`src/rtl/intra_pkg.sv`:
```
// Shared types and limits for the intra TU walker.
package intra_pkg;

  typedef enum logic [1:0] {IDLE, SCAN, EMIT, FIN} walk_state_t;

  localparam int MAX_CTU_LOG2 = 6;
  localparam int TU_LOG2_MIN  = 2;
  localparam int TU_LOG2_MAX  = 5;

endpackage

```
`src/rtl/intra_zscan_decode.sv`:
```
// Z-scan index de-interleave: even bits of k give the column, odd bits the row,
// both scaled by the TU size.
module intra_zscan_decode (
  input  logic [7:0]  k_i,
  input  logic [2:0]  shift_i,
  output logic [12:0] dx_o,
  output logic [12:0] dy_o
);

  logic [3:0] ev, od;

  always_comb begin
    ev = '0;
    od = '0;
    for (int i = 0; i < 4; i++) begin
      ev[i] = k_i[2*i];
      od[i] = k_i[2*i+1];
    end
  end

  assign dx_o = {9'd0, ev} << shift_i;
  assign dy_o = {9'd0, od} << shift_i;

endmodule

```
`src/rtl/intra_tu_walker.sv`:
```
// Walks the TUs of one CTU in z-scan order and hands each descriptor downstream.
// Build option: INTRA_TU_PIC_CLIP_EN skips TUs whose origin lies outside the picture.
module intra_tu_walker
  import intra_pkg::*;
#(
  parameter int MAX_CTU_LOG2 = intra_pkg::MAX_CTU_LOG2
) (
  input  logic        clk,
  input  logic        rst,
  input  logic        start,
  input  logic [8:0]  ctu_x,
  input  logic [8:0]  ctu_y,
  input  logic [2:0]  nMaxCUlog2,
  input  logic [2:0]  tuSize_in,
  input  logic [13:0] pic_width_in_samples,
  input  logic [12:0] pic_height_in_samples,
  output logic        tu_valid,
  input  logic        tu_ready,
  output logic [12:0] xTb,
  output logic [12:0] yTb,
  output logic [2:0]  tuSize,
  output logic        busy,
  output logic        done
);

`ifdef INTRA_TU_PIC_CLIP_EN
  localparam bit CLIP_EN = 1'b1;
`else
  localparam bit CLIP_EN = 1'b0;
`endif

  walk_state_t state_q, state_d;
  logic [7:0]  k_q, k_d, last_q, last_d;
  logic [12:0] bx_q, bx_d, by_q, by_d;
  logic [2:0]  tu_q, tu_d;
  logic [13:0] w_q, w_d;
  logic [12:0] h_q, h_d;
  logic [12:0] xtb_q, xtb_d, ytb_q, ytb_d;
  logic [2:0]  tsz_q, tsz_d;

  logic [2:0]  n_cl, tu_cl, diff;
  logic [8:0]  cnt;
  logic [12:0] dx, dy, cand_x, cand_y;
  logic        in_pic, last_idx;

  // Configuration clamp; out-of-range inputs are pulled into the legal window.
  always_comb begin
    n_cl = (nMaxCUlog2 > 3'(MAX_CTU_LOG2)) ? 3'(MAX_CTU_LOG2) : nMaxCUlog2;
    tu_cl = tuSize_in;
    if (tu_cl < 3'(TU_LOG2_MIN)) tu_cl = 3'(TU_LOG2_MIN);
    if (tu_cl > 3'(TU_LOG2_MAX)) tu_cl = 3'(TU_LOG2_MAX);
    if (tu_cl > n_cl)            tu_cl = n_cl;
    diff = n_cl - tu_cl;
    cnt  = 9'd1 << {diff, 1'b0};
  end

  intra_zscan_decode u_dec (
    .k_i     (k_q),
    .shift_i (tu_q),
    .dx_o    (dx),
    .dy_o    (dy)
  );

  assign cand_x   = bx_q + dx;
  assign cand_y   = by_q + dy;
  assign in_pic   = !CLIP_EN || (({1'b0, cand_x} < w_q) && (cand_y < h_q));
  assign last_idx = (k_q == last_q);

  always_comb begin
    state_d = state_q;
    k_d     = k_q;
    last_d  = last_q;
    bx_d    = bx_q;
    by_d    = by_q;
    tu_d    = tu_q;
    w_d     = w_q;
    h_d     = h_q;
    xtb_d   = xtb_q;
    ytb_d   = ytb_q;
    tsz_d   = tsz_q;
    case (state_q)
      IDLE: if (start) begin
        state_d = SCAN;
        k_d     = '0;
        last_d  = 8'(cnt - 9'd1);
        bx_d    = {4'd0, ctu_x} << n_cl;
        by_d    = {4'd0, ctu_y} << n_cl;
        tu_d    = tu_cl;
        w_d     = pic_width_in_samples;
        h_d     = pic_height_in_samples;
      end
      SCAN: begin
        if (in_pic) begin
          state_d = EMIT;
          xtb_d   = cand_x;
          ytb_d   = cand_y;
          tsz_d   = tu_q;
        end else if (last_idx) begin
          state_d = FIN;
        end else begin
          k_d = k_q + 8'd1;
        end
      end
      EMIT: if (tu_ready) begin
        if (last_idx) begin
          state_d = FIN;
        end else begin
          state_d = SCAN;
          k_d     = k_q + 8'd1;
        end
      end
      FIN:     state_d = IDLE;
      default: state_d = IDLE;
    endcase
  end

  always_ff @(posedge clk) begin
    if (rst) begin
      state_q <= IDLE;
      k_q     <= '0;
      last_q  <= '0;
      bx_q    <= '0;
      by_q    <= '0;
      tu_q    <= '0;
      w_q     <= '0;
      h_q     <= '0;
      xtb_q   <= '0;
      ytb_q   <= '0;
      tsz_q   <= '0;
    end else begin
      state_q <= state_d;
      k_q     <= k_d;
      last_q  <= last_d;
      bx_q    <= bx_d;
      by_q    <= by_d;
      tu_q    <= tu_d;
      w_q     <= w_d;
      h_q     <= h_d;
      xtb_q   <= xtb_d;
      ytb_q   <= ytb_d;
      tsz_q   <= tsz_d;
    end
  end

  assign tu_valid = (state_q == EMIT);
  assign busy     = (state_q != IDLE);
  assign done     = (state_q == FIN);
  assign xTb      = xtb_q;
  assign yTb      = ytb_q;
  assign tuSize   = tsz_q;

endmodule

```
`config.mk`:
```
export PLATFORM = sky130hd
export DESIGN_NAME = intra_tu_walker
export DESIGN_NICKNAME = d
export VERILOG_FILES = /design/src/rtl/intra_pkg.sv /design/src/rtl/intra_zscan_decode.sv /design/src/rtl/intra_tu_walker.sv
export SDC_FILE = /design/constraint.sdc
export NUM_CORES = 1
export LEC_CHECK = 0
export BUFFER_PORTS_ARGS = -buffer_cell sky130_fd_sc_hd__buf_4
export CORE_MARGIN = 2
export CORE_UTILIZATION = 57
export DETAILED_ROUTE_END_ITERATION = 7
export PLACE_DENSITY = 0.81
export REMOVE_ABC_BUFFERS = 1
export SKIP_LAST_GASP = 1
export SYNTH_ARGS = -nofsm -noshare
export SYNTH_HDL_FRONTEND = slang
export SYNTH_SLANG_ARGS = --single-unit
```
`constraint.sdc`:
```
create_clock -name clk -period 4.05 [get_ports clk]
set_input_delay 0.2025 -clock clk [delete_from_list [all_inputs] [get_ports clk]]
set_output_delay 0.2025 -clock clk [all_outputs]
set_load 0.02 [all_outputs]
```
Yosys cells after proc, flatten, opt, wreduce, memory -nomap -nowiden
Cells that the tools add are included.

word-level totals
  flip-flop bits (word level) = 76
  bits in latches = 0
  memory bits (writable) = 0
  ROM bits = 0
  input bits = 55
  output and inout port bits = 32
  word-level logic and storage cells = 48
  memories = 0

operators by class
  $add $sub $neg = 5
  multiply operators = 0
  div/mod/pow operators = 0
  $lt $le $gt $ge = 4
  equality and inequality tests = 7
  shift operators = 5
  mux-type cells = 12
  bitwise gates (word level) = 0
  reduce and logical (&&, ||, !) cells = 6

operators by type and width
  cell                 count
  $add 13x13->13       2
  $shl 4x3->13         2
  $shl 9x3->13         2
  $mux 8               3
  $pmux 8 s2           1
  $mux 3               4
  $add 8x1->8 const B  1
  $eq 8x8->1           1
  $pmux 2 s4           1
  $shl 1x4->8 const A  1
  $sub 8x1->8 const B  1
  $gt 3x3->1 const B   2
  $mux 2               3
  $eq 2x2->1 const B   2
  $ne 2x2->1 const B   2
  $reduce_and 2->1     2
  $reduce_and 4->1     1
  $reduce_bool 2->1    2
  $gt 3x3->1           1
  $lt 3x2->1 const B   1
  $sub 3x3->3          1
  $eq 2x1->1 const B   1
  $logic_not 2->1      1
  $ne 2x1->1 const B   1

Longest topological paths before layout
Gate-level depths: netlist of run 1.

  depth in word-level cells = 9
  gate-level depth with buffers = 17
  mapped depth without buffers = 16

By module
A second synthesis of run 1 with hierarchy kept.

unflattened totals
  cell total of the unflattened synthesis = 648
  area, all modules = 5171.2 µm²

modules (own cells, without submodules)
  module              instances  cells each  area each (µm²)  seq. area each (µm²)
  intra_tu_walker     1          586         4739.5           1501.4
  intra_zscan_decode  1          62          431.7            0.0

Worst setup path after synthesis of run 1
No wires, ideal clock.

  kind = input -> register
  start = in nMaxCUlog2[2]
  end = reg last_q[4]
  setup time = 0.086 ns
  arrival time = 3.635 ns
  data required time = 3.964 ns
  path slack = 0.330 ns
  stages on the path = 17
  path buffers = 2
  cells stage by stage = clkbuf_1 a21boi_1 buf_2 ha_1 maj3_1 o21ai_1 a21oi_1 a31oi_1 ha_1 inv_1 fa_1 xnor2_1 nor2b_1 nand2b_1 ha_1 xor2_1 a211oi_1

on the way
  cells in the longest elaborated chain, start to end = 7

ends and longest elaborated chain
  what                  line                    text
  from (decl)           intra_tu_walker.sv:13   input logic [2:0] nMaxCUlog2,
  $gt 3x3->1            intra_tu_walker.sv:48   n_cl = (nMaxCUlog2 > 3'(MAX_CTU_LOG2)) ? 3'(MAX_CTU_LOG2) : nMaxCUlog2;
  $mux 3 *              intra_tu_walker.sv:48
  $gt 3x3->1            intra_tu_walker.sv:52   if (tu_cl > n_cl) tu_cl = n_cl;
  $mux 3 *              intra_tu_walker.sv:52
  via tu_cl[0]          intra_tu_walker.sv:41   logic [2:0] n_cl, tu_cl, diff;
  $sub 3x3->3 *         intra_tu_walker.sv:53   diff = n_cl - tu_cl;
  $shl 1x4->8 *         intra_tu_walker.sv:54   cnt = 9'd1 << {diff, 1'b0};
  $sub 8x1->8 *         intra_tu_walker.sv:85   last_d = 8'(cnt - 9'd1);
  to (signal assigned)  intra_tu_walker.sv:133  last_q <= last_d;
  to (decl)             intra_tu_walker.sv:33   logic [7:0] k_q, k_d, last_q, last_d;

Mark *: on every way through the listed nets, which the timed path passes. The rest lies on a longest branch.
A chain may end at the register's enable or synchronous reset.

Worst setup path after layout of run 1
  start = in nMaxCUlog2[0]
  end = reg last_q[4]

Same word-level chain as after synthesis.

==> summary.json, run 1 <==
{
  "synthesis": {
    "postSynthCellCount": 652,
    "synth.lib_cells_used.distinct": 53,
    "synth-adder-area-share_pct": 8.28,
    "dominantRegCellSynth": "sky130_fd_sc_hd__dfxtp_1",
    "post_synth.cell_area_avg_um2": 7.74,
    "post_synth_mux_area_share_pct": 10.4,
    "synth_largest_area_cell": "sky130_fd_sc_hd__dfxtp_1",
    "largest_family_of_logic_cells_by_synthesized_area": "compound AO/OA/AOI/OAI gates",
    "synth-edff-count": 0,
    "synth_seq_area_share_pct": 29.7,
    "yosys.area_share.xor_xnor_pct": 3.99,
    "synth.area.top_cells": "sky130_fd_sc_hd__dfxtp_1 30%, sky130_fd_sc_hd__mux2i_1 7.7%, sky130_fd_sc_hd__ha_1 6.7%",
    "post_synthesis_instance_area_um2": 5050,
    "yosys.area_share.simple_pct": 20.7,
    "synth-warning-count": 0,
    "netlist.area_leader.share_pct": 29.7,
    "synth_async_sr_flop_share_pct": 0,
    "synthesized_area_fraction_occupied_by_ao_oa_aoi_and_oai_cells_pct": 21.1,
    "yosys_register_bits": 75
  },
  "placement": {
    "dpl_cell_area_um2": 5510,
    "place.port_buffers": 59,
    "placement.setup.worst_slack_ns": 0.378,
    "place.detailed.hpwl_um": 9100,
    "global_placement_routability_congestion": 0.877
  },
  "die": {
    "vert_die_dim_um": 98.1,
    "floorplan.rows": 34,
    "initial_utilization_pct": 58.5,
    "fp.dieArea_um2": 9630,
    "coreArea_um2": 8640,
    "number_of_i_o_pins": 87,
    "floorplan.die.width_um": 98.1
  },
  "worst_setup_path": {
    "endpoint_kind": "flip-flop",
    "cp_cell_sequence": "buf_4 > a21boi_1 > ha_1 > maj3_1 > o21ai_1 > a21oi_1 > a31oi_1 > ha_1 > inv_1 > fa_1 > xnor2_1 > nor2b_1 > nand2b_1 > ha_1 > xor2_1 > a211oi_1",
    "critPathLaunchType": "input pin",
    "crit_path_max_cell_delay_ns": 0.38,
    "critical_path.max_fanout": 22,
    "worst-setup-path-type": "input pin to flip-flop",
    "worst_path_most_repeated_cell": "sky130_fd_sc_hd__ha_1",
    "cell_count_of_the_worst_reg_to_reg_path": 10,
    "critical_path_required_ns": 4.32,
    "cpMaxStageDelayCell": "sky130_fd_sc_hd__maj3_1",
    "timing.critical_path.arrival_ns": 3.60
  },
  "clock_tree": {
    "tritoncts": "done",
    "holdBufCountCts": 0,
    "cts_h_tree_lvls": 3,
    "cts_inserted_buffers": 9,
    "clock_sinks": 75,
    "cts.reportedPaths.clkPinSlew_ns": 0.07,
    "clock-root-buffer": "sky130_fd_sc_hd__clkbuf_8",
    "cts-root-to-sink-buffers": 2,
    "cts_resized": 0,
    "cts_setup_buffers": 0,
    "clk-insertion-delay-late_ns": 0.35
  },
  "global_routing": {
    "grt_pass1_wl_um": 20300,
    "maximum_number_of_pins_on_one_net_before_global_route_repair": 55,
    "grt_antenna_before_repair": 0,
    "groute.usage.overall_pct": 25.4,
    "grt_overflow": 0,
    "grt_pass1_vias": 4320
  },
  "sta": {
    "grt_setup_unrepaired": "no",
    "final-max-slew-violation-count": 0,
    "worst-slew-pin-transition_ns": 0.759,
    "timing_hold_violations_final": 0,
    "fin_crit_sh_pct": 82.3,
    "setup_total_negative_slack_ns": 0,
    "worst_clock_skew_ns": 0.00862,
    "fmaxAchievable_mhz": 300,
    "timing.slew.headroom_pct": 49.3,
    "finalSetupViolCount": 0,
    "finalWorstSetupSlack_ns": 0.717,
    "final_worst_path_period_need_ns": 3.33,
    "worst_hold_slack_ns": 0.146
  },
  "power_and_ir_drop": {
    "p_switching_uw": 594,
    "power.internal_uw": 1300,
    "combinationalPowerShare_pct": 24.5,
    "total_leakage_power_uw": 0.00241,
    "p_clk_share_pct": 31.0,
    "power.density_cell_area_nw_per_um2": 331,
    "sequentialPowerShare_pct": 44.5,
    "p_sw_share_pct": 31.4,
    "vdd.ir_drop.worst_mv": 0.162
  },
  "outcome": {
    "run_status": "complete, no violations"
  },
  "run": {
    "cap_violations": 0
  },
  "route": {
    "wl_per_cell_um": 15.3,
    "detailroute.via_count": 4717,
    "drt_iter0_drc": 367,
    "totalWireLength_um": 12200,
    "detail_route.vias_per_cell": 5.90,
    "postRouteAntennaNets": 0,
    "detail_route.drc_violations": 0,
    "detailedRoute.firstPassIterationCount": 6
  },
  "min_path": {
    "worst_hold_path.num_cells": 3,
    "hp-class": "input pin to flip-flop"
  },
  "finish": {
    "insertedDiodeCount": 0,
    "nets": 772,
    "layout_commonest_cell": "sky130_fd_sc_hd__nand2_1",
    "design_area_um2": 5720,
    "mostFrequentLayoutCells": "88 x sky130_fd_sc_hd__nand2_1, 75 x sky130_fd_sc_hd__dfxtp_1, 74 x sky130_fd_sc_hd__nor2_1",
    "share_of_final_layout_standard_cells_stronger_than_drive_strength_1_pct": 14.5,
    "fillCellCount": 740,
    "synthToLayoutAreaGrowth_pct": 13.2
  }
}
-- final cells by class --
cell class	count	area (um^2)	area share, %
sequential	75	1500	26.3
clock buffer	12	155	2.71
timing repair buffer	68	510	8.93
multi-input combinational	505	3260	57.0
inverter	28	105	1.84
tap	108	135	2.36
clock inverter	4	48.8	0.854
-- worst paths after layout --
path	start	end	slack, ns
worst max register to register	tu_q[0]	yTb[10]	0.80
worst min register to register	yTb[4]	yTb[4]	0.45
worst max-delay path	nMaxCUlog2[0]	last_q[4]	0.72
worst min-delay path	ctu_y[0]	by_q[0]	0.15
-- metrics by stage --
step                power (uW)  std cells  util, %
global route              1990        800     66.2
global placement          1300        784     63.8
CTS                       1890        800     66.2
finish                    1890        800     66.2
floorplan                 1150        608        -
detailed placement        1310        784     63.8
-- kinds of logic (layout without fill, tap and decap cells) --
| logic type | Yosys count | count (layout) |
|---|---|---|
| muxes | 51 | 51 |
| and+or+nand+nor | 235 | 235 |
| AOI/OAI and AO/OA | 164 | 164 |
| adders and majority gates | 32 | 32 |
| DFF | 75 | 75 |
| buffers and inverters | 72 | 112 |
| xor gates and xnor gates | 23 | 23 |
-- synth_stat cells, drive strengths merged, types with 8 or more instances --
cell and count:
nor2 74, nand2 88, dfxtp 75, inv 28
buf 15, mux2 12, o21ai 31, a21oi 51
xnor2 10, xor2 13, nand3 15, o22ai 8
mux2i 39, ha 27, a221oi 8, a211oi 16
nor3 14, clkbuf 29
-- state kept, by name, indices dropped and copies added, names as in the netlist, 3 cells and up --
name,count
bx_q,13
xTb,13
last_q,7
yTb,13
k_q,8
by_q,13
tu_q,3
tuSize,3
-- power groups by stage --
stage          Clock [uW]  Combinational (uW)  Sequential, uW
3_3_place_gp            0                 444             854
3_5_place_dp            0                 456             856
2_1_floorplan           0                 291             856
6_report              586                 463             841
5_1_grt               629                 513             848
4_1_cts               594                 460             840
-- routing by layer --
layer	GRT usage [%]	part of all wire (%)
met3	4.08	4.7
met1	34.9	47
met4	6.84	1.4
met2	41.6	47
met5	0	0
-- worst max-delay path: cells and delay by family --
| kind | cells | cell delay, ns |
|---|---|---|
| AO/OA/AOI/OAI | 5 | 0.90 |
| adder cells (fa/ha/maj) | 5 | 1.39 |
| buffers and inverters | 2 | 0.26 |
| XOR/XNOR | 2 | 0.51 |
| AND/OR/NAND/NOR | 2 | 0.34 |
Power figures use the tool's default switching activity.
==> run 2: changes to the inputs <==
- clock period: 4.05 -> 3.45 ns (I/O delays scaled with it)
==> run 2 against run 1 <==
Net effect: sequential cell count stayed put; design area rose by 1.1%; power increased by 24%; sequential power rose by 17%; clock skew rose by 0.0032 ns; cell count increased by 0.50%; die area is the same; non-clock buffer count rose by 4; clock-buffer cell count stayed put.
==> summary.json, run 2 (same netlist as run 1, synthesis figures left out) <==
{
  "outcome": {
    "run_status": "complete, no violations"
  },
  "finish": {
    "synthToLayoutAreaGrowth_pct": 14.4,
    "insertedDiodeCount": {"value": 0, "change": "unchanged"},
    "mostFrequentLayoutCells": "88 x sky130_fd_sc_hd__nand2_1, 75 x sky130_fd_sc_hd__dfxtp_1, 74 x sky130_fd_sc_hd__nor2_1",
    "fin_cells": {"value": 804, "change": "+0.50%"},
    "final_core_utilization": {"value": 66.9, "unit": "%", "change": "+0.70 points"},
    "layout_commonest_cell": "sky130_fd_sc_hd__nand2_1",
    "design_area": {"value": 5780, "unit": "um^2", "change": "+1.1%"},
    "fillCellCount": {"value": 757, "change": "+2.3%"},
    "nets": {"value": 776, "change": "+0.52%"},
    "share_of_final_layout_standard_cells_stronger_than_drive_strength_1": {"value": 14.7, "unit": "%", "change": "+0.20 points"}
  },
  "clock_tree": {
    "clock-root-buffer": "sky130_fd_sc_hd__clkbuf_8",
    "cts_setup_buffers": {"value": 0, "change": "unchanged"},
    "cts_h_tree_lvls": {"value": 3, "change": "unchanged"},
    "cts_inserted_buffers": {"value": 9, "change": "unchanged"},
    "holdBufCountCts": {"value": 0, "change": "unchanged"},
    "cts-root-to-sink-buffers": {"value": 2, "change": "unchanged"},
    "clk-insertion-delay-late": {"value": 0.37, "unit": "ns", "change": "+0.02 ns"},
    "cts.reportedPaths.clkPinSlew": {"value": 0.08, "unit": "ns", "change": "about the same"},
    "tritoncts": "done",
    "clock_sinks": {"value": 75, "change": "unchanged"},
    "cts_resized": {"value": 0, "change": "unchanged"}
  },
  "placement": {
    "place.port_buffers": {"value": 59, "change": "unchanged"},
    "dpl_cell_area": {"value": 5540, "unit": "um^2", "change": "+0.54%"},
    "global_placement_routability_congestion": {"value": 0.887, "change": "+1.1%"},
    "place.detailed.hpwl": {"value": 9070, "unit": "um", "change": "-0.38%"},
    "post-place-cells": {"value": 788, "change": "+0.51%"}
  },
  "worst_setup_path": {
    "critical_path.reg2reg.endpoint": "yTb[10]",
    "timing.critical_path.arrival": {"value": 3.45, "unit": "ns", "change": "-0.15 ns"},
    "worst-setup-path-type": "flip-flop to flip-flop",
    "critical_path_required": {"value": 3.72, "unit": "ns", "change": "-0.60 ns"},
    "critPathLaunchType": "flip-flop",
    "cell_count_of_the_worst_reg_to_reg_path": {"value": 9, "change": "-1"},
    "critical_path.max_fanout": {"value": 16, "change": "-27%"},
    "reg2reg_setup_slack": {"value": 0.27, "unit": "ns", "change": "-0.53 ns"},
    "endpoint_kind": "flip-flop",
    "reg_to_reg_startpoint": "tu_q[0]"
  },
  "route": {
    "detailedRoute.firstPassIterationCount": {"value": 5, "change": "-1"},
    "detail_route.drc_violations": {"value": 0, "change": "unchanged"},
    "detailroute.via_count": {"value": 4759, "change": "+0.89%"},
    "drt_iter0_drc": {"value": 333, "change": "-9.3%"},
    "totalWireLength": {"value": 12300, "unit": "um", "change": "+1.1%"},
    "wl_per_cell": {"value": 15.4, "unit": "um", "change": "+0.57%"},
    "detail_route.vias_per_cell": {"value": 5.92, "change": "+0.39%"},
    "postRouteAntennaNets": {"value": 0, "change": "unchanged"}
  },
  "sta": {
    "grt_setup_unrepaired": "no",
    "timing.slew.headroom": {"value": 50.3, "unit": "%", "change": "+1.0 points"},
    "setup_total_negative_slack": {"value": 0, "unit": "ns", "change": "unchanged"},
    "final-max-slew-violation-count": {"value": 0, "change": "unchanged"},
    "worst-slew-pin-transition": {"value": 0.745, "unit": "ns", "change": "-0.0139 ns"},
    "fin_crit_sh_pct": 92.2,
    "worst_clock_skew": {"value": 0.0118, "unit": "ns", "change": "+0.00322 ns"},
    "timing_hold_violations_final": {"value": 0, "change": "unchanged"},
    "worst_hold_slack": {"value": 0.109, "unit": "ns", "change": "-0.0364 ns"},
    "fmaxAchievable_mhz": 315,
    "final_worst_path_period_need_ns": 3.18,
    "finalSetupViolCount": {"value": 0, "change": "unchanged"}
  },
  "global_routing": {
    "groute.usage.overall": {"value": 25.6, "unit": "%", "change": "+0.25 points"},
    "grt_overflow": {"value": 0, "change": "unchanged"},
    "maximum_number_of_pins_on_one_net_before_global_route_repair": {"value": 55, "change": "unchanged"},
    "grt_pass1_wl": {"value": 20300, "unit": "um", "change": "-0.27%"},
    "grt_antenna_before_repair": {"value": 0, "change": "unchanged"},
    "grt_pass1_vias": {"value": 4256, "change": "-1.5%"}
  },
  "min_path": {
    "hp-class": "input pin to flip-flop",
    "worst_hold_path.num_cells": {"value": 3, "change": "unchanged"},
    "min_from": "ctu_y[0]",
    "holdPathEnd": "by_q[0]"
  },
  "power_and_ir_drop": {
    "p_switching": {"value": 709, "unit": "uW", "change": "+19%"},
    "vdd.ir_drop.worst": {"value": 0.208, "unit": "mV", "change": "+29%"},
    "p_clk_share": {"value": 34.4, "unit": "%", "change": "+3.4 points"},
    "sequentialPowerShare": {"value": 42.0, "unit": "%", "change": "-2.5 points"},
    "combinationalPowerShare": {"value": 23.6, "unit": "%", "change": "-0.9 points"},
    "power.internal": {"value": 1640, "unit": "uW", "change": "+26%"},
    "power.density_cell_area": {"value": 407, "unit": "nW/um^2", "change": "+23%"},
    "total_leakage_power": {"value": 0.00244, "unit": "uW", "change": "+1.2%"},
    "p_sw_share": {"value": 30.2, "unit": "%", "change": "-1.2 points"}
  },
  "die": {
    "coreArea": {"value": 8640, "unit": "um^2", "change": "unchanged"},
    "floorplan.die.width": {"value": 98.1, "unit": "um", "change": "unchanged"},
    "fp.dieArea": {"value": 9630, "unit": "um^2", "change": "unchanged"},
    "vert_die_dim": {"value": 98.1, "unit": "um", "change": "unchanged"},
    "initial_utilization": {"value": 58.5, "unit": "%", "change": "unchanged"},
    "number_of_i_o_pins": {"value": 87, "change": "unchanged"},
    "floorplan.rows": {"value": 34, "change": "unchanged"}
  },
  "run": {
    "cap_violations": {"value": 0, "change": "unchanged"}
  }
}
-- run 2: changes by cell type in the layout (fill, tap and decap cells not counted) --
cell / change
sky130_fd_sc_hd__clkbuf_8: -2
sky130_fd_sc_hd__bufinv_16: +2
sky130_fd_sc_hd__clkbuf_1: +2
sky130_fd_sc_hd__clkinv_2: -2
sky130_fd_sc_hd__buf_4: +4
-- run 2: power groups by stage --
stage / combinational [uW] / sequential [uW] / clock [uW]
final: 554 / 986 / 808
after global routing: 615 / 994 / 851
after CTS: 554 / 984 / 811
after detailed placement: 549 / 1000 / 0
after global placement: 534 / 1000 / 0
after floorplan: 342 / 1010 / 0
-- run 2: area by class of cell --
cell class	instances	area, um^2	area share (%)
clock inverter	4	98.8	1.71
timing repair buffer	72	541	9.36
clock buffer	12	135	2.34
tap	108	135	2.34
multi-input combinational	505	3260	56.4
sequential	75	1500	26.0
inverter	28	105	1.82
-- run 2: metal layers --
layer | vias to the layer above | wire (um) | track usage, %
met5 | - | 0 | 0
li1 | 2383 | - | -
met2 | 145 | 5840 | 41.7
met3 | 11 | 617 | 3.15
met4 | 0 | 162 | 8.33
met1 | 2220 | 5730 | 35.6
-- run 2: critical path, cell delays in order (launching register included) --
cell and delay (ns):
sky130_fd_sc_hd__dfxtp_1 0.70, sky130_fd_sc_hd__mux2i_1 0.25, sky130_fd_sc_hd__or3_1 0.40, sky130_fd_sc_hd__fa_1 0.43
sky130_fd_sc_hd__nor2b_1 0.22, sky130_fd_sc_hd__o31a_1 0.21, sky130_fd_sc_hd__o31a_1 0.23, sky130_fd_sc_hd__o2111ai_1 0.16
sky130_fd_sc_hd__a21o_1 0.22, sky130_fd_sc_hd__a32o_1 0.25
-- run 2: worst max-delay path by stage --
stage	start	end	slack, ns	depth (start not counted)
6_report	tu_q[0]	yTb[10]	0.27	9
5_1_grt	tu_q[0]	yTb[10]	0.12	9
4_1_cts	tu_q[0]	yTb[10]	0.30	9
3_5_place_dp	tuSize_in[2]	last_q[4]	0.06	17
3_3_place_gp	tuSize_in[2]	last_q[4]	0.22	17
2_1_floorplan	nMaxCUlog2[0]	last_q[4]	-0.08	14
-- run 2: stage by stage --
stage	worst slack, ns	power (uW)
4_1_cts	0.298	2350
6_report	0.270	2350
3_3_place_gp	0.222	1530
3_5_place_dp	0.0563	1550
5_1_grt	0.115	2460
2_1_floorplan	-0.0756	1350
==> run 3: changes to the inputs <==
- PLACE_DENSITY: 0.81 -> 0.88
==> run 3 against run 2 <==
Net effect: routed wire length up 8.5%; sequential share of layout area is 0.095 points lower; global-route usage rose by 1.9 points; clock-buffer cell count shrank 3; sequential cell count did not move; non-clock buffer count up 1; hold slack improved by 0.0090 ns; via count rose by 3.1%.
==> summary.json, run 3 (same netlist as run 1, synthesis figures left out) <==
{
  "clock_tree": {
    "cts.reportedPaths.clkPinSlew": {"value": 0.09, "unit": "ns", "change": "about the same"},
    "clock_sinks": {"value": 75, "change": "unchanged"},
    "cts-root-to-sink-buffers": {"value": 2, "change": "unchanged"},
    "cts_h_tree_lvls": {"value": 3, "change": "unchanged"},
    "cts_resized": {"value": 0, "change": "unchanged"},
    "tritoncts": "done",
    "clock-root-buffer": "sky130_fd_sc_hd__clkbuf_8",
    "cts_inserted_buffers": {"value": 9, "change": "unchanged"},
    "cts_setup_buffers": {"value": 0, "change": "unchanged"},
    "clk-insertion-delay-late": {"value": 0.36, "unit": "ns", "change": "about the same"},
    "holdBufCountCts": {"value": 0, "change": "unchanged"}
  },
  "finish": {
    "regArea": {"value": 1500, "unit": "um^2", "change": "unchanged"},
    "layout_commonest_cell": "sky130_fd_sc_hd__nand2_1",
    "insertedDiodeCount": {"value": 0, "change": "unchanged"},
    "fillCellCount": {"value": 730, "change": "-3.6%"},
    "final_core_utilization": {"value": 67.1, "unit": "%", "change": "+0.25 points"},
    "nets": {"value": 777, "change": "+0.13%"},
    "share_of_final_layout_standard_cells_stronger_than_drive_strength_1": {"value": 15.2, "unit": "%", "change": "+0.55 points"},
    "area_occupied_by_multi_input_gates": {"value": 3260, "unit": "um^2", "change": "unchanged"},
    "fin_cells": {"value": 805, "change": "+0.12%"},
    "synthToLayoutAreaGrowth_pct": 14.8,
    "mostFrequentLayoutCells": "88 x sky130_fd_sc_hd__nand2_1, 75 x sky130_fd_sc_hd__dfxtp_1, 74 x sky130_fd_sc_hd__nor2_1"
  },
  "placement": {
    "place.port_buffers": {"value": 59, "change": "unchanged"},
    "post-place-cells": {"value": 789, "change": "+0.13%"},
    "place.detailed.hpwl": {"value": 9640, "unit": "um", "change": "+6.3%"},
    "global_placement_routability_congestion": {"value": 0.908, "change": "+2.4%"}
  },
  "die": {
    "initial_utilization": {"value": 58.5, "unit": "%", "change": "unchanged"},
    "floorplan.die.width": {"value": 98.1, "unit": "um", "change": "unchanged"},
    "number_of_i_o_pins": {"value": 87, "change": "unchanged"},
    "fp.dieArea": {"value": 9630, "unit": "um^2", "change": "unchanged"},
    "floorplan.rows": {"value": 34, "change": "unchanged"},
    "coreArea": {"value": 8640, "unit": "um^2", "change": "unchanged"},
    "vert_die_dim": {"value": 98.1, "unit": "um", "change": "unchanged"}
  },
  "worst_setup_path": {
    "reg_to_reg_startpoint": "tu_q[0]",
    "critPathLaunchType": "flip-flop",
    "critical_path_buf_inv_count": {"value": 1, "change": "+1"},
    "timing.critical_path.depth": {"value": 10, "change": "+1"},
    "crit_path_max_cell_delay": {"value": 0.62, "unit": "ns", "change": "-0.08 ns"},
    "cp_cell_sequence": "mux2i_1 > or3_1 > inv_1 > ha_1 > a21oi_1 > o211ai_1 > a31oi_1 > o21ai_0 > xnor2_1 > o21ai_0",
    "timing.critical_path.arrival": {"value": 3.44, "unit": "ns", "change": "about the same"},
    "cpMaxStageDelayCell": "sky130_fd_sc_hd__dfxtp_1",
    "critical_path_required": {"value": 3.71, "unit": "ns", "change": "about the same"},
    "worst-setup-path-type": "flip-flop to flip-flop",
    "critical_path.max_fanout": {"value": 11, "change": "-5"},
    "cp-startpoint": "tu_q[0]",
    "cpLargestDelayFamily": "compound AO/OA/AOI/OAI gates",
    "reg2reg_setup_slack": {"value": 0.27, "unit": "ns", "change": "about the same"},
    "worst_path_most_repeated_cell": "sky130_fd_sc_hd__o21ai_0",
    "critical_path.reg2reg.endpoint": "yTb[9]",
    "cell_count_of_the_worst_reg_to_reg_path": {"value": 10, "change": "+1"},
    "endpoint_kind": "flip-flop"
  },
  "route": {
    "detail_route.vias_per_cell": {"value": 6.09, "change": "+2.9%"},
    "postRouteAntennaNets": {"value": 0, "change": "unchanged"},
    "detail_route.drc_violations": {"value": 0, "change": "unchanged"},
    "totalWireLength": {"value": 13400, "unit": "um", "change": "+8.5%"},
    "detailroute.via_count": {"value": 4905, "change": "+3.1%"},
    "drt_iter0_drc": {"value": 536, "change": "+61%"},
    "detailedRoute.firstPassIterationCount": {"value": 6, "change": "+1"},
    "wl_per_cell": {"value": 16.6, "unit": "um", "change": "+8.4%"}
  },
  "global_routing": {
    "grt_pass1_vias": {"value": 4574, "change": "+7.5%"},
    "groute.usage.overall": {"value": 27.5, "unit": "%", "change": "+1.9 points"},
    "maximum_number_of_pins_on_one_net_before_global_route_repair": {"value": 55, "change": "unchanged"},
    "grt_pass1_wl": {"value": 21700, "unit": "um", "change": "+7.2%"},
    "grt_overflow": {"value": 0, "change": "unchanged"},
    "grt_antenna_before_repair": {"value": 0, "change": "unchanged"}
  },
  "sta": {
    "timing.slew.headroom": {"value": 50.4, "unit": "%", "change": "about the same"},
    "setup_total_negative_slack": {"value": 0, "unit": "ns", "change": "unchanged"},
    "final_worst_path_period_need": {"value": 3.18, "unit": "ns", "change": "-0.00411 ns"},
    "worst_clock_skew": {"value": 0.0178, "unit": "ns", "change": "+0.00594 ns"},
    "fin_crit_sh": {"value": 92.0, "unit": "%", "change": "-0.12 points"},
    "grt_setup_unrepaired": "no",
    "timing_hold_violations_final": {"value": 0, "change": "unchanged"},
    "worst-slew-pin-transition": {"value": 0.745, "unit": "ns", "change": "-0.000603 ns"},
    "finalSetupViolCount": {"value": 0, "change": "unchanged"},
    "final-max-slew-violation-count": {"value": 0, "change": "unchanged"},
    "fmaxAchievable": {"value": 315, "unit": "MHz", "change": "+0.13%"}
  },
  "min_path": {
    "worst_hold_path.num_cells": {"value": 3, "change": "unchanged"},
    "hp-class": "input pin to flip-flop",
    "holdPathEnd": "by_q[0]",
    "min_from": "ctu_y[0]"
  },
  "outcome": {
    "run_status": "complete, no violations"
  },
  "power_and_ir_drop": {
    "vdd.ir_drop.worst": {"value": 0.207, "unit": "mV", "change": "-0.44%"},
    "total_power": {"value": 2400, "unit": "uW", "change": "+2.1%"},
    "total_leakage_power": {"value": 0.00245, "unit": "uW", "change": "+0.46%"},
    "power.density_cell_area": {"value": 413, "unit": "nW/um^2", "change": "+1.7%"}
  },
  "run": {
    "cap_violations": {"value": 0, "change": "unchanged"}
  }
}
## run 3: cell types whose count changed in the layout (fill, tap and decap cells not counted)
cell                         change
sky130_fd_sc_hd__clkinvlp_4      +1
sky130_fd_sc_hd__buf_4           +1
sky130_fd_sc_hd__clkbuf_1        -3
sky130_fd_sc_hd__inv_6           +2
## run 3: worst max-delay path by stage
stage,to,slack [ns]
after detailed placement,last_q[4],0.05
after floorplan,last_q[4],-0.08
final,yTb[9],0.27
after global placement,last_q[4],0.23
after CTS,xTb[10],0.38
after global routing,xTb[10],0.15
## run 3: power breakdown
| part | switching [uW] | internal (uW) |
|---|---|---|
| Clock | 359 | 487 |
| Sequential | 59.2 | 923 |
| Combinational | 335 | 233 |
## run 3: stage by stage
step | area (um^2) | hold WS (ns) | worst slack, ns
after floorplan | 4870 | 0.242 | -0.0756
after global placement | 5550 | 0.439 | 0.227
after detailed placement | 5550 | 0.445 | 0.0510
after CTS | 5800 | 0.105 | 0.384
after global routing | 5800 | 0.127 | 0.149
final | 5800 | 0.118 | 0.274
## run 3: layout make-up
class / instances / share of cell area, %
sequential: 75 / 25.9
inverter: 28 / 1.81
multi-input combinational: 505 / 56.2
clock inverter: 7 / 2.14
timing repair buffer: 73 / 9.45
clock buffer: 9 / 2.14
tap: 108 / 2.33
## run 3: per-layer routing
layer / routed length (um) / up-vias / track usage [%]
li1: - / 2386 / -
met2: 6410 / 211 / 45.6
met5: 0 / - / 0
met4: 369 / 0 / 11.5
met1: 5760 / 2275 / 36.5
met3: 864 / 33 / 3.22
## run 3: worst register-to-register path, cell delays in order, from the launching register on
cell,delay (ns)
sky130_fd_sc_hd__dfxtp_1,0.62
sky130_fd_sc_hd__mux2i_1,0.21
sky130_fd_sc_hd__or3_1,0.39
sky130_fd_sc_hd__inv_1,0.07
sky130_fd_sc_hd__ha_1,0.22
sky130_fd_sc_hd__a21oi_1,0.30
sky130_fd_sc_hd__o211ai_1,0.15
sky130_fd_sc_hd__a31oi_1,0.51
sky130_fd_sc_hd__o21ai_0,0.24
sky130_fd_sc_hd__xnor2_1,0.16
sky130_fd_sc_hd__o21ai_0,0.21
